<file path="src/rtl/div_pkg.sv">
// Shared definitions for the divider and the logic around it: default widths,
// the in-flight tag record and a constant-expression clog2.
package div_pkg;

    localparam int DIV_XDW   = 32;
    localparam int DIV_YDW   = 16;
    localparam int DIV_GRAIN = 2;
    localparam int DIV_PIPE  = 1;

    // Wide enough for the largest supported requester count (8).
    localparam int DIV_TAG_IDW = 3;

    typedef struct packed {
        logic [DIV_TAG_IDW-1:0] id;
        logic                   dz;
    } div_tag_t;

    function automatic int clog2(input int value);
        int result;
        result = 0;
        for (int v = value - 1; v > 0; v = v >> 1) begin
            result = result + 1;
        end
        return result;
    endfunction

endpackage

</file>
<file path="src/rtl/div_arbiter_if.sv">
// Requester, divider and result buses of the shared-divider arbiter.
// The slave modport is the arbiter's view; master is its environment.
interface div_arbiter_if
    import div_pkg::*;
#(
    parameter int N_REQ = 4,
    parameter int IDW   = 2,
    parameter int XDW   = DIV_XDW,
    parameter int YDW   = DIV_YDW
);

    logic [N_REQ-1:0]     req_vld_i;
    logic [N_REQ*XDW-1:0] req_x_i;
    logic [N_REQ*YDW-1:0] req_y_i;
    logic [N_REQ-1:0]     req_rdy_o;

    logic [XDW-1:0]       div_x_o;
    logic [YDW-1:0]       div_y_o;
    logic                 div_dv_o;
    logic [XDW-1:0]       div_q_i;
    logic                 div_dv_i;

    logic [XDW-1:0]       res_q_o;
    logic [IDW-1:0]       res_id_o;
    logic                 res_dz_o;
    logic                 res_vld_o;

    modport slave (
        input  req_vld_i, req_x_i, req_y_i, div_q_i, div_dv_i,
        output req_rdy_o, div_x_o, div_y_o, div_dv_o,
               res_q_o, res_id_o, res_dz_o, res_vld_o
    );

    modport master (
        output req_vld_i, req_x_i, req_y_i, div_q_i, div_dv_i,
        input  req_rdy_o, div_x_o, div_y_o, div_dv_o,
               res_q_o, res_id_o, res_dz_o, res_vld_o
    );

endinterface

</file>
<file path="src/rtl/div_tag_fifo.sv">
// Small synchronous FIFO holding the tags of operations inside the divider.
// A pop frees a slot, so push is accepted when full if a pop happens alongside.
module div_tag_fifo
    import div_pkg::*;
#(
    parameter int W     = 3,
    parameter int DEPTH = 4
) (
    input  logic             clk_i,
    input  logic             rstn_i,
    input  logic             push,
    input  logic [W-1:0]     push_data,
    input  logic             pop,
    output logic [W-1:0]     pop_data,
    output logic             full,
    output logic             empty,
    output logic [clog2(DEPTH):0] count
);

    localparam int AW = (DEPTH > 1) ? clog2(DEPTH) : 1;

    logic [W-1:0]  mem [DEPTH];
    logic [AW-1:0] wr_ptr_reg;
    logic [AW-1:0] rd_ptr_reg;
    logic [AW:0]   count_reg;
    logic          do_push;
    logic          do_pop;

    assign empty    = (count_reg == '0);
    assign full     = (count_reg == (AW+1)'(DEPTH));
    assign count    = count_reg;
    assign pop_data = mem[rd_ptr_reg];

    assign do_pop  = pop & ~empty;
    assign do_push = push & (~full | do_pop);

    // Storage carries no reset; only the pointers define validity.
    always_ff @(posedge clk_i) begin
        if (do_push) begin
            mem[wr_ptr_reg] <= push_data;
        end
    end

    always_ff @(posedge clk_i or negedge rstn_i) begin
        if (!rstn_i) begin
            wr_ptr_reg <= '0;
            rd_ptr_reg <= '0;
            count_reg  <= '0;
        end else begin
            if (do_push) begin
                wr_ptr_reg <= wr_ptr_reg + 1'b1;
            end
            if (do_pop) begin
                rd_ptr_reg <= rd_ptr_reg + 1'b1;
            end
            case ({do_push, do_pop})
                2'b10:   count_reg <= count_reg + 1'b1;
                2'b01:   count_reg <= count_reg - 1'b1;
                default: count_reg <= count_reg;
            endcase
        end
    end

endmodule

</file>
<file path="src/rtl/div_arbiter.sv">
// Round-robin front end sharing one iterative divider between N_REQ requesters;
// results come back in issue order tagged with requester id and a div-by-zero flag.
module div_arbiter
    import div_pkg::*;
#(
    parameter int N_REQ     = 4,
    parameter int IDW       = 2,
    parameter int XDW       = DIV_XDW,
    parameter int YDW       = DIV_YDW,
    parameter int ISSUE_GAP = 17,
    parameter int TAG_DEPTH = 4
) (
    input  logic         clk_i,
    input  logic         rstn_i,
    input  logic         en_i,
    div_arbiter_if.slave bus,
    output logic         busy_o,
    output logic         err_o
);

    localparam int GAPW = clog2(ISSUE_GAP + 1);
    localparam int CNTW = clog2(TAG_DEPTH) + 1;

    logic [XDW-1:0]   req_x_arr [N_REQ];
    logic [YDW-1:0]   req_y_arr [N_REQ];

    logic [IDW-1:0]   rr_ptr_reg;
    logic [IDW-1:0]   rr_ptr_next;
    logic [GAPW-1:0]  gap_reg;

    logic [XDW-1:0]   div_x_reg;
    logic [YDW-1:0]   div_y_reg;
    logic             div_dv_reg;

    logic [XDW-1:0]   res_q_reg;
    logic [IDW-1:0]   res_id_reg;
    logic             res_dz_reg;
    logic             res_vld_reg;
    logic             err_reg;

    logic [N_REQ-1:0] grant_onehot;
    logic [IDW-1:0]   grant_id;
    logic             grant_any;
    logic             grant_ok;
    logic             handshake;
    logic [IDW:0]     scan_sum;
    logic [IDW-1:0]   scan_idx;

    logic [IDW:0]     push_data;
    logic [IDW:0]     head_data;
    div_tag_t         head_tag;
    logic             fifo_pop;
    logic             fifo_full;
    logic             fifo_empty;
    logic [CNTW-1:0]  fifo_count;

    for (genvar gi = 0; gi < N_REQ; gi++) begin : g_unpack
        assign req_x_arr[gi] = bus.req_x_i[gi*XDW +: XDW];
        assign req_y_arr[gi] = bus.req_y_i[gi*YDW +: YDW];
    end

    // First valid requester at or after the round-robin pointer, wrapping.
    always_comb begin
        grant_onehot = '0;
        grant_id     = '0;
        grant_any    = 1'b0;
        scan_sum     = '0;
        scan_idx     = '0;
        for (int i = 0; i < N_REQ; i++) begin
            scan_sum = {1'b0, rr_ptr_reg} + (IDW+1)'(i);
            if (scan_sum >= (IDW+1)'(N_REQ)) begin
                scan_sum = scan_sum - (IDW+1)'(N_REQ);
            end
            scan_idx = scan_sum[IDW-1:0];
            if (!grant_any && bus.req_vld_i[scan_idx]) begin
                grant_any              = 1'b1;
                grant_onehot[scan_idx] = 1'b1;
                grant_id               = scan_idx;
            end
        end
    end

    // rstn_i gates the grant so req_rdy_o is low throughout reset even with valids up.
    assign grant_ok      = rstn_i & en_i & (gap_reg == '0) & ~fifo_full & grant_any;
    assign bus.req_rdy_o = grant_ok ? grant_onehot : '0;
    assign handshake     = |(bus.req_vld_i & bus.req_rdy_o);

    assign rr_ptr_next = (grant_id == IDW'(N_REQ - 1)) ? '0 : grant_id + 1'b1;

    assign push_data   = {grant_id, (req_y_arr[grant_id] == '0)};
    assign head_tag.id = DIV_TAG_IDW'(head_data[IDW:1]);
    assign head_tag.dz = head_data[0];
    assign fifo_pop    = bus.div_dv_i & ~fifo_empty;

    div_tag_fifo #(
        .W     (IDW + 1),
        .DEPTH (TAG_DEPTH)
    ) u_tag_fifo (
        .clk_i     (clk_i),
        .rstn_i    (rstn_i),
        .push      (handshake),
        .push_data (push_data),
        .pop       (fifo_pop),
        .pop_data  (head_data),
        .full      (fifo_full),
        .empty     (fifo_empty),
        .count     (fifo_count)
    );

    always_ff @(posedge clk_i or negedge rstn_i) begin
        if (!rstn_i) begin
            rr_ptr_reg  <= '0;
            gap_reg     <= '0;
            div_x_reg   <= '0;
            div_y_reg   <= '0;
            div_dv_reg  <= 1'b0;
            res_q_reg   <= '0;
            res_id_reg  <= '0;
            res_dz_reg  <= 1'b0;
            res_vld_reg <= 1'b0;
            err_reg     <= 1'b0;
        end else begin
            div_dv_reg <= handshake;
            if (handshake) begin
                div_x_reg  <= req_x_arr[grant_id];
                div_y_reg  <= req_y_arr[grant_id];
                gap_reg    <= GAPW'(ISSUE_GAP - 1);
                rr_ptr_reg <= rr_ptr_next;
            end else if (gap_reg != '0) begin
                gap_reg <= gap_reg - 1'b1;
            end

            // Zero divisors still go through the divider to keep result order;
            // their quotient is replaced here.
            res_vld_reg <= fifo_pop;
            if (fifo_pop) begin
                res_id_reg <= IDW'(head_tag.id);
                res_dz_reg <= head_tag.dz;
                res_q_reg  <= head_tag.dz ? '1 : bus.div_q_i;
            end

            if (bus.div_dv_i && fifo_empty) begin
                err_reg <= 1'b1;
            end
        end
    end

    assign bus.div_x_o   = div_x_reg;
    assign bus.div_y_o   = div_y_reg;
    assign bus.div_dv_o  = div_dv_reg;
    assign bus.res_q_o   = res_q_reg;
    assign bus.res_id_o  = res_id_reg;
    assign bus.res_dz_o  = res_dz_reg;
    assign bus.res_vld_o = res_vld_reg;
    assign busy_o        = (fifo_count != '0) | div_dv_reg;
    assign err_o         = err_reg;

endmodule

</file>
<file path="src/flat_wrapper.sv">
// flat-port wrapper written by rule: the top's interface ports become plain ports
module div_arbiter_flat import div_pkg::*;
#(
    parameter int N_REQ     = 4,
    parameter int IDW       = 2,
    parameter int XDW       = DIV_XDW,
    parameter int YDW       = DIV_YDW,
    parameter int ISSUE_GAP = 17,
    parameter int TAG_DEPTH = 4
)
  (clk_i, rstn_i, en_i, busy_o, err_o, bus_req_vld_i, bus_req_x_i, bus_req_y_i, bus_div_q_i, bus_div_dv_i, bus_req_rdy_o, bus_div_x_o, bus_div_y_o, bus_div_dv_o, bus_res_q_o, bus_res_id_o, bus_res_dz_o, bus_res_vld_o);
  div_arbiter_if #(.N_REQ(N_REQ), .IDW(IDW), .XDW(XDW), .YDW(YDW)) bus_i ();
  input  logic clk_i;
  input  logic rstn_i;
  input  logic en_i;
  output logic busy_o;
  output logic err_o;
  input wire logic [$bits(bus_i.req_vld_i)-1:0] bus_req_vld_i;
  input wire logic [$bits(bus_i.req_x_i)-1:0] bus_req_x_i;
  input wire logic [$bits(bus_i.req_y_i)-1:0] bus_req_y_i;
  input wire logic [$bits(bus_i.div_q_i)-1:0] bus_div_q_i;
  input wire logic [$bits(bus_i.div_dv_i)-1:0] bus_div_dv_i;
  output wire logic [$bits(bus_i.req_rdy_o)-1:0] bus_req_rdy_o;
  output wire logic [$bits(bus_i.div_x_o)-1:0] bus_div_x_o;
  output wire logic [$bits(bus_i.div_y_o)-1:0] bus_div_y_o;
  output wire logic [$bits(bus_i.div_dv_o)-1:0] bus_div_dv_o;
  output wire logic [$bits(bus_i.res_q_o)-1:0] bus_res_q_o;
  output wire logic [$bits(bus_i.res_id_o)-1:0] bus_res_id_o;
  output wire logic [$bits(bus_i.res_dz_o)-1:0] bus_res_dz_o;
  output wire logic [$bits(bus_i.res_vld_o)-1:0] bus_res_vld_o;
  assign bus_i.req_vld_i = bus_req_vld_i;
  assign bus_i.req_x_i = bus_req_x_i;
  assign bus_i.req_y_i = bus_req_y_i;
  assign bus_i.div_q_i = bus_div_q_i;
  assign bus_i.div_dv_i = bus_div_dv_i;
  assign bus_req_rdy_o = bus_i.req_rdy_o;
  assign bus_div_x_o = bus_i.div_x_o;
  assign bus_div_y_o = bus_i.div_y_o;
  assign bus_div_dv_o = bus_i.div_dv_o;
  assign bus_res_q_o = bus_i.res_q_o;
  assign bus_res_id_o = bus_i.res_id_o;
  assign bus_res_dz_o = bus_i.res_dz_o;
  assign bus_res_vld_o = bus_i.res_vld_o;
  div_arbiter #(.N_REQ(N_REQ), .IDW(IDW), .XDW(XDW), .YDW(YDW), .ISSUE_GAP(ISSUE_GAP), .TAG_DEPTH(TAG_DEPTH)) u_core (.clk_i(clk_i), .rstn_i(rstn_i), .en_i(en_i), .bus(bus_i), .busy_o(busy_o), .err_o(err_o));
endmodule
</file>
<file path="config.mk">
export PLATFORM = sky130hd
export DESIGN_NAME = div_arbiter_flat
export DESIGN_NICKNAME = d
export VERILOG_FILES = /design/src/rtl/div_pkg.sv /design/src/rtl/div_arbiter_if.sv /design/src/rtl/div_tag_fifo.sv /design/src/rtl/div_arbiter.sv /design/src/flat_wrapper.sv
export SDC_FILE = /design/constraint.sdc
export NUM_CORES = 1
export LEC_CHECK = 0
export ABC_AREA = 1
export BUFFER_PORTS_ARGS = -buffer_cell sky130_fd_sc_hd__buf_4
export CELL_PAD_IN_SITES_DETAIL_PLACEMENT = 0
export CELL_PAD_IN_SITES_GLOBAL_PLACEMENT = 1
export CORE_MARGIN = 3
export CORE_UTILIZATION = 35
export CTS_BUF_LIST = sky130_fd_sc_hd__clkbuf_8
export CTS_CLUSTER_DIAMETER = 40
export CTS_CLUSTER_SIZE = 10
export DETAILED_ROUTE_END_ITERATION = 8
export PLACE_DENSITY = 0.88
export SYNTH_ARGS = -nofsm -noshare
export SYNTH_HDL_FRONTEND = slang
export SYNTH_SLANG_ARGS = --single-unit
</file>
<file path="constraint.sdc">
create_clock -name clk_i -period 5.57 [get_ports clk_i]
set_input_delay 0.2785 -clock clk_i [delete_from_list [all_inputs] [get_ports clk_i]]
set_output_delay 0.2785 -clock clk_i [all_outputs]
set_load 0.05 [all_outputs]
</file>
==> flow_summary.toml, run 1 <==
[status]
status = "finished clean"

[grt]
grt_pass1_wl_mm = 34.5
grt_pass1_vias = 6597
grt_max_degree = 76
grt_overflow = 0
grtUsageTotal = 0.213
grt_antenna_before_repair = 0

[clock_tree]
cts_tree = "built"
cts_setup_buffers = 0
ctsHoldBuffers = 1
numCtsBuffers = 9
clock_latency_ps = 390
cts_root_buffer = "clkbuf_8"
cts.sinks = 112
clkTransAtPathRegs_ps = 110
cts_htree_levels = 3
clockBufferDepth = 2
cts_resized = 0

[sta]
rsz0062_at_grt = "false"
drv_slew = 0
max_slew_margin = 0.198
period_share = 0.793
hold_viol = 0
finalSetupViolations = 0
tightest_slew_ps = 1200
finalCriticalPeriod_ps = 4410
tns_ps = 0
max_freq_ghz = 0.227
fin_skew_ps = 9.87

[routing]
drt-vias-per-instance = 4.91
avgRoutedWirePerCell_microns = 16.4
routed_wl_mm = 22.9
ant_nets = 0
vias = 6848
drc = 0
drtPass1Iterations = 4
drt_iter0_drc = 317

[logic_synthesis]
syn_area_sq_mm = 0.00658
synth.avg_cell_area_sq_um = 7.48
syn-num-nets = 1128
synth_warnings = 0
synth_ff_type = "dfrtp_1"
synth_seq_cells = 112
synthArstFlopShare = 0.893
ys_seq_area_frac = 0.435
ys_types = 37
synth_edf_count = 12
synthCells = 880

[finish]
stdcell_area_sq_mm = 0.00922
multi_input_area_sq_mm = 0.00327
final_common_cell = "buf_4"
area_growth_pct = 40.0
regArea_sq_mm = 0.00286
antenna_cells = 0
drive_gt1_frac = 0.340
fillers = 1820
nNetsFinal = 1410
layout.cells.most_common_list = "buf_4, nand2_1, dfrtp_1"

[critical_path]
end_kind = "flop"
crit_type = "reg -> reg"
start_kind = "flop"
critical_path_required_ps = 5890
crit_path_max_fanout = 70
worst_ep_arrival_time_ps = 4730

[placement]
routabilityCongestion = 0.876
placed_area_sq_mm = 0.00901
dp_hpwl_mm = 17.0
numPortBuffers = 322

[floorplan]
placementRows = 49
fp.dieW_microns = 143
die_y_microns = 143
ios = 323
dieArea_sq_mm = 0.0205
initial_utilization = 0.362
core_area_sq_mm = 0.0182

[power_and_ir_drop]
power_mw = 6.38
ir_drop_uv = 380
p_leak_nw = 4.75
p_per_area_mw_per_mm2 = 692

[worst_hold_path]
hp-class = "in -> reg"

[run]
maxCapViolations = 0
[cell usage after synthesis (3+ instances only)]
| cell | n | share of area |
|---|---|---|
| a21oi_1 | 6 | 0.0046 |
| inv_2 | 6 | 0.0034 |
| buf_2 | 16 | 0.012 |
| clkbuf_1 | 25 | 0.014 |
| ha_1 | 15 | 0.029 |
| nand2_1 | 296 | 0.17 |
| nand3_1 | 77 | 0.059 |
| nand4_1 | 3 | 0.0029 |
| or2_2 | 32 | 0.030 |
| dfrtp_1 | 100 | 0.38 |
| a31oi_1 | 3 | 0.0029 |
| o21ai_0 | 94 | 0.071 |
| o21ai_1 | 29 | 0.022 |
| buf_6 | 12 | 0.021 |
| nand2_2 | 6 | 0.0057 |
| o211ai_1 | 32 | 0.036 |
| nor2_1 | 65 | 0.037 |
| edfxtp_1 | 12 | 0.055 |
| inv_1 | 27 | 0.015 |
| xnor2_1 | 3 | 0.0040 |
[cell families after synthesis]
logic type | share of synthesized area
buf+inv | 0.0709
simple gates | 0.314
compound gates | 0.142
flops | 0.435
fa+ha+maj | 0.0315
xor+xnor | 0.00665
[metrics by stage]
| step | cells | hold slack [ps] | utilization | worst slack, ps |
|---|---|---|---|---|
| floorplan | 880 | -17.1 | - | 2270 |
| global placement | 1379 | 317 | 0.495 | 1280 |
| detailed placement | 1379 | 313 | 0.495 | 1190 |
| CTS | 1395 | 72.0 | 0.506 | 1170 |
| global route | 1395 | 82.2 | 0.506 | 673 |
| finish | 1395 | 98.2 | 0.506 | 1160 |
[path summary, 6_finish.rpt]
check	startpoint	end	slack, ps	cells after the start
setup / recovery	u_core.rr_ptr_reg[0]	u_core.bus.div_x_o[14]	1160	14
hold / removal	bus_div_dv_i	u_core.err_o	100	2
setup reg to reg	u_core.rr_ptr_reg[0]	u_core.bus.div_x_o[14]	1160	14
hold reg to reg	u_core.bus.div_x_o[17]	u_core.bus.div_x_o[17]	490	2
max in group asynchronous	rstn_i	u_core.bus.div_x_o[12]	3960	3
min in group asynchronous	rstn_i	u_core.bus.res_q_o[19]	410	2
[power by group]
group | total (mW) | switching, mW | internal (mW)
combinational | 4.42 | 3.07 | 1.36
sequential | 1.46 | 0.259 | 1.20
clock | 0.503 | 0.281 | 0.222
total | 6.38 | 3.61 | 2.77
[worst max-delay path, cell delays in order (launching register included)]
cell and delay [ps]:
dfrtp_1 650, inv_4 130, ha_1 340, inv_1 70, nand3_1 100, nand2_2 110, nor2_4 180, nor2_1 70
nand2_2 480, nand2_2 560, inv_2 1060, nor2_1 90, o21ai_0 290, nand2_1 80, nand2_1 90
[layer usage]
| layer | vias up | global-route usage | part of all wire |
|---|---|---|---|
| met5 | - | 0 | 0 |
| met4 | 0 | 0.0675 | 0.021 |
| met3 | 30 | 0.0737 | 0.092 |
| met2 | 266 | 0.349 | 0.48 |
| met1 | 3106 | 0.264 | 0.41 |
| li1 | 3446 | - | - |
[final cells by class]
cell class | instances | area share
Multi-Input combinational cell | 676 | 0.355
Sequential cell | 112 | 0.311
Timing Repair Buffer | 328 | 0.267
Tap cell | 229 | 0.0311
Clock buffer | 10 | 0.0149
Inverter | 35 | 0.0145
Clock inverter | 5 | 0.00665
Note: power is estimated with default switching activity, not from simulation.
==> run 2, diff against run 1 <==
--- a/config.mk
+++ b/config.mk
@@ -10,12 +10,12 @@
 export CELL_PAD_IN_SITES_DETAIL_PLACEMENT = 0
 export CELL_PAD_IN_SITES_GLOBAL_PLACEMENT = 1
 export CORE_MARGIN = 3
-export CORE_UTILIZATION = 35
+export CORE_UTILIZATION = 33
 export CTS_BUF_LIST = sky130_fd_sc_hd__clkbuf_8
 export CTS_CLUSTER_DIAMETER = 40
 export CTS_CLUSTER_SIZE = 10
 export DETAILED_ROUTE_END_ITERATION = 8
-export PLACE_DENSITY = 0.88
+export PLACE_DENSITY = 0.84
 export SYNTH_ARGS = -nofsm -noshare
 export SYNTH_HDL_FRONTEND = slang
 export SYNTH_SLANG_ARGS = --single-unit
==> constraint.sdc (replaced) <==
create_clock -name clk_i -period 4.2 [get_ports clk_i]
set_input_delay 0.21 -clock clk_i [delete_from_list [all_inputs] [get_ports clk_i]]
set_output_delay 0.21 -clock clk_i [all_outputs]
set_load 0.05 [all_outputs]
==> flow_summary.toml, run 2 (synthesized netlist as in run 1, its figures left out) <==
[status]
status = "finished clean"

[run]
maxCapViolations = 0

[clock_tree]
numCtsBuffers = 9
cts_root_buffer = "clkbuf_8"
cts_htree_levels = 3
clockBufferDepth = 2
clock_latency_ps = 380
clkTransAtPathRegs_ps = 100
cts_resized = 0
cts.sinks = 112
cts_tree = "built"

[critical_path]
crit_path_cell_trace = "inv_4, ha_1, inv_1, nand3_1, nand2_2, nand3_1, nor2_1, inv_1, nand2_2, nand3_1, nand2_1, nand2_1, nor2_1, nand2_1, nor2_1"
end_kind = "flop"
cp_slowest_cell = "dfrtp_1"
crit_path_max_fanout = 29
critical_path_required_ps = 4360
worst_ep_arrival_time_ps = 3560
max_stage_delay_ps = 640
crit_family = "simple AND/OR/NAND/NOR gates"
critPathBufInv = 3
crit_type = "reg -> reg"
start_kind = "flop"

[grt]
grt_max_degree = 75
grt_overflow = 0
grt_pass1_wl_mm = 36.5
grt_antenna_before_repair = 0
grtUsageTotal = 0.211
grt_pass1_vias = 6833

[finish]
antenna_cells = 0
layout.cells.most_common_list = "buf_4, nand2_1, dfrtp_1"
drive_gt1_frac = 0.342
nNetsFinal = 1418
fillers = 2038
regArea_sq_mm = 0.00286
fin_cells = 1439
final_common_cell = "buf_4"
area_growth_pct = 41.3
multi_input_area_sq_mm = 0.00327

[floorplan]
placementRows = 51
fp.dieW_microns = 147
die_y_microns = 147
dieArea_sq_mm = 0.0217
ios = 323
initial_utilization = 0.337
core_area_sq_mm = 0.0195

[placement]
numPortBuffers = 322
placed_cells = 1423
dp_hpwl_mm = 17.7
routabilityCongestion = 0.876

[routing]
avgRoutedWirePerCell_microns = 16.3
drtPass1Iterations = 5
routed_wl_mm = 23.4
drc = 0
drt_iter0_drc = 295
vias = 6942
ant_nets = 0
drt-vias-per-instance = 4.82

[sta]
finalSetupViolations = 0
tightest_slew_ps = 1180
max_freq_ghz = 0.295
period_share = 0.808
fin_skew_ps = 16.9
drv_slew = 0
rsz0062_at_grt = "false"
hold_viol = 0
tns_ps = 0
max_slew_margin = 0.214
finalCriticalPeriod_ps = 3390

[worst_hold_path]
hp-class = "in -> reg"

[power_and_ir_drop]
p_per_area_mw_per_mm2 = 920
p_leak_nw = 4.78
ir_drop_uv = 385
## run 2: cell types whose count changed in the layout (fill, tap and decap cells not counted), sizes merged
cell,before,now
buf,327,335
bufinv,1,0
clkbuf,10,9
clkinv,2,3
clkinvlp,0,1
## run 2: worst paths after layout
check / cells after the start / end / slack [ps] / start
worst min register to register: 2 / u_core.bus.res_q_o[29] / 480 / u_core.bus.res_q_o[29]
worst max-delay path: 15 / u_core.u_tag_fifo.mem[0][0] / 810 / u_core.rr_ptr_reg[0]
worst max register to register: 15 / u_core.u_tag_fifo.mem[0][0] / 810 / u_core.rr_ptr_reg[0]
min in group asynchronous: 2 / u_core.bus.div_x_o[30] / 400 / rstn_i
worst min-delay path: 2 / u_core.err_o / 40 / bus_div_dv_i
max in group asynchronous: 3 / u_core.bus.res_q_o[23] / 2900 / rstn_i
## run 2: through the flow
| step | hold slack (ps) | cell area [sq um] | total power [mW] | util | setup WS, ps |
|---|---|---|---|---|---|
| after floorplan | -85.6 | 6580 | 6.22 | - | 896 |
| after global placement | 252 | 9130 | 8.02 | 0.467 | 904 |
| after detailed placement | 271 | 9130 | 8.04 | 0.467 | 865 |
| after CTS | 4.40 | 9300 | 8.66 | 0.476 | 838 |
| after global routing | 0.421 | 9300 | 9.30 | 0.476 | 472 |
| final | 36.2 | 9300 | 8.56 | 0.476 | 808 |
## run 2: area by class of cell
| cell class | instances | share of cell area |
|---|---|---|
| multi-input combinational | 676 | 0.352 |
| sequential | 112 | 0.308 |
| timing repair buffer | 336 | 0.273 |
| tap | 265 | 0.0357 |
| inverter | 35 | 0.0144 |
| clock buffer | 9 | 0.0133 |
| clock inverter | 6 | 0.00431 |
## run 2: timing repair
action / 4_1_cts / 5_1_grt
endpoints found under the hold margin: 37 / 0
hold buffers: 1 / 0
buffers inserted: 0 / 0
## run 2: routing by layer
layer,wire length (microns),up-vias,part of all wire,GRT usage
li1,-,3468,-,-
met1,9620,3160,0.41,0.266
met2,11200,281,0.48,0.347
met3,2070,33,0.089,0.0703
met4,535,0,0.023,0.0568
met5,0,-,0,0
## run 2: power breakdown
group          leakage [nW]  switching [mW]  internal, mW
combinational          3.32            4.18          1.89
sequential             1.36           0.325          1.59
clock                0.0896           0.369         0.213
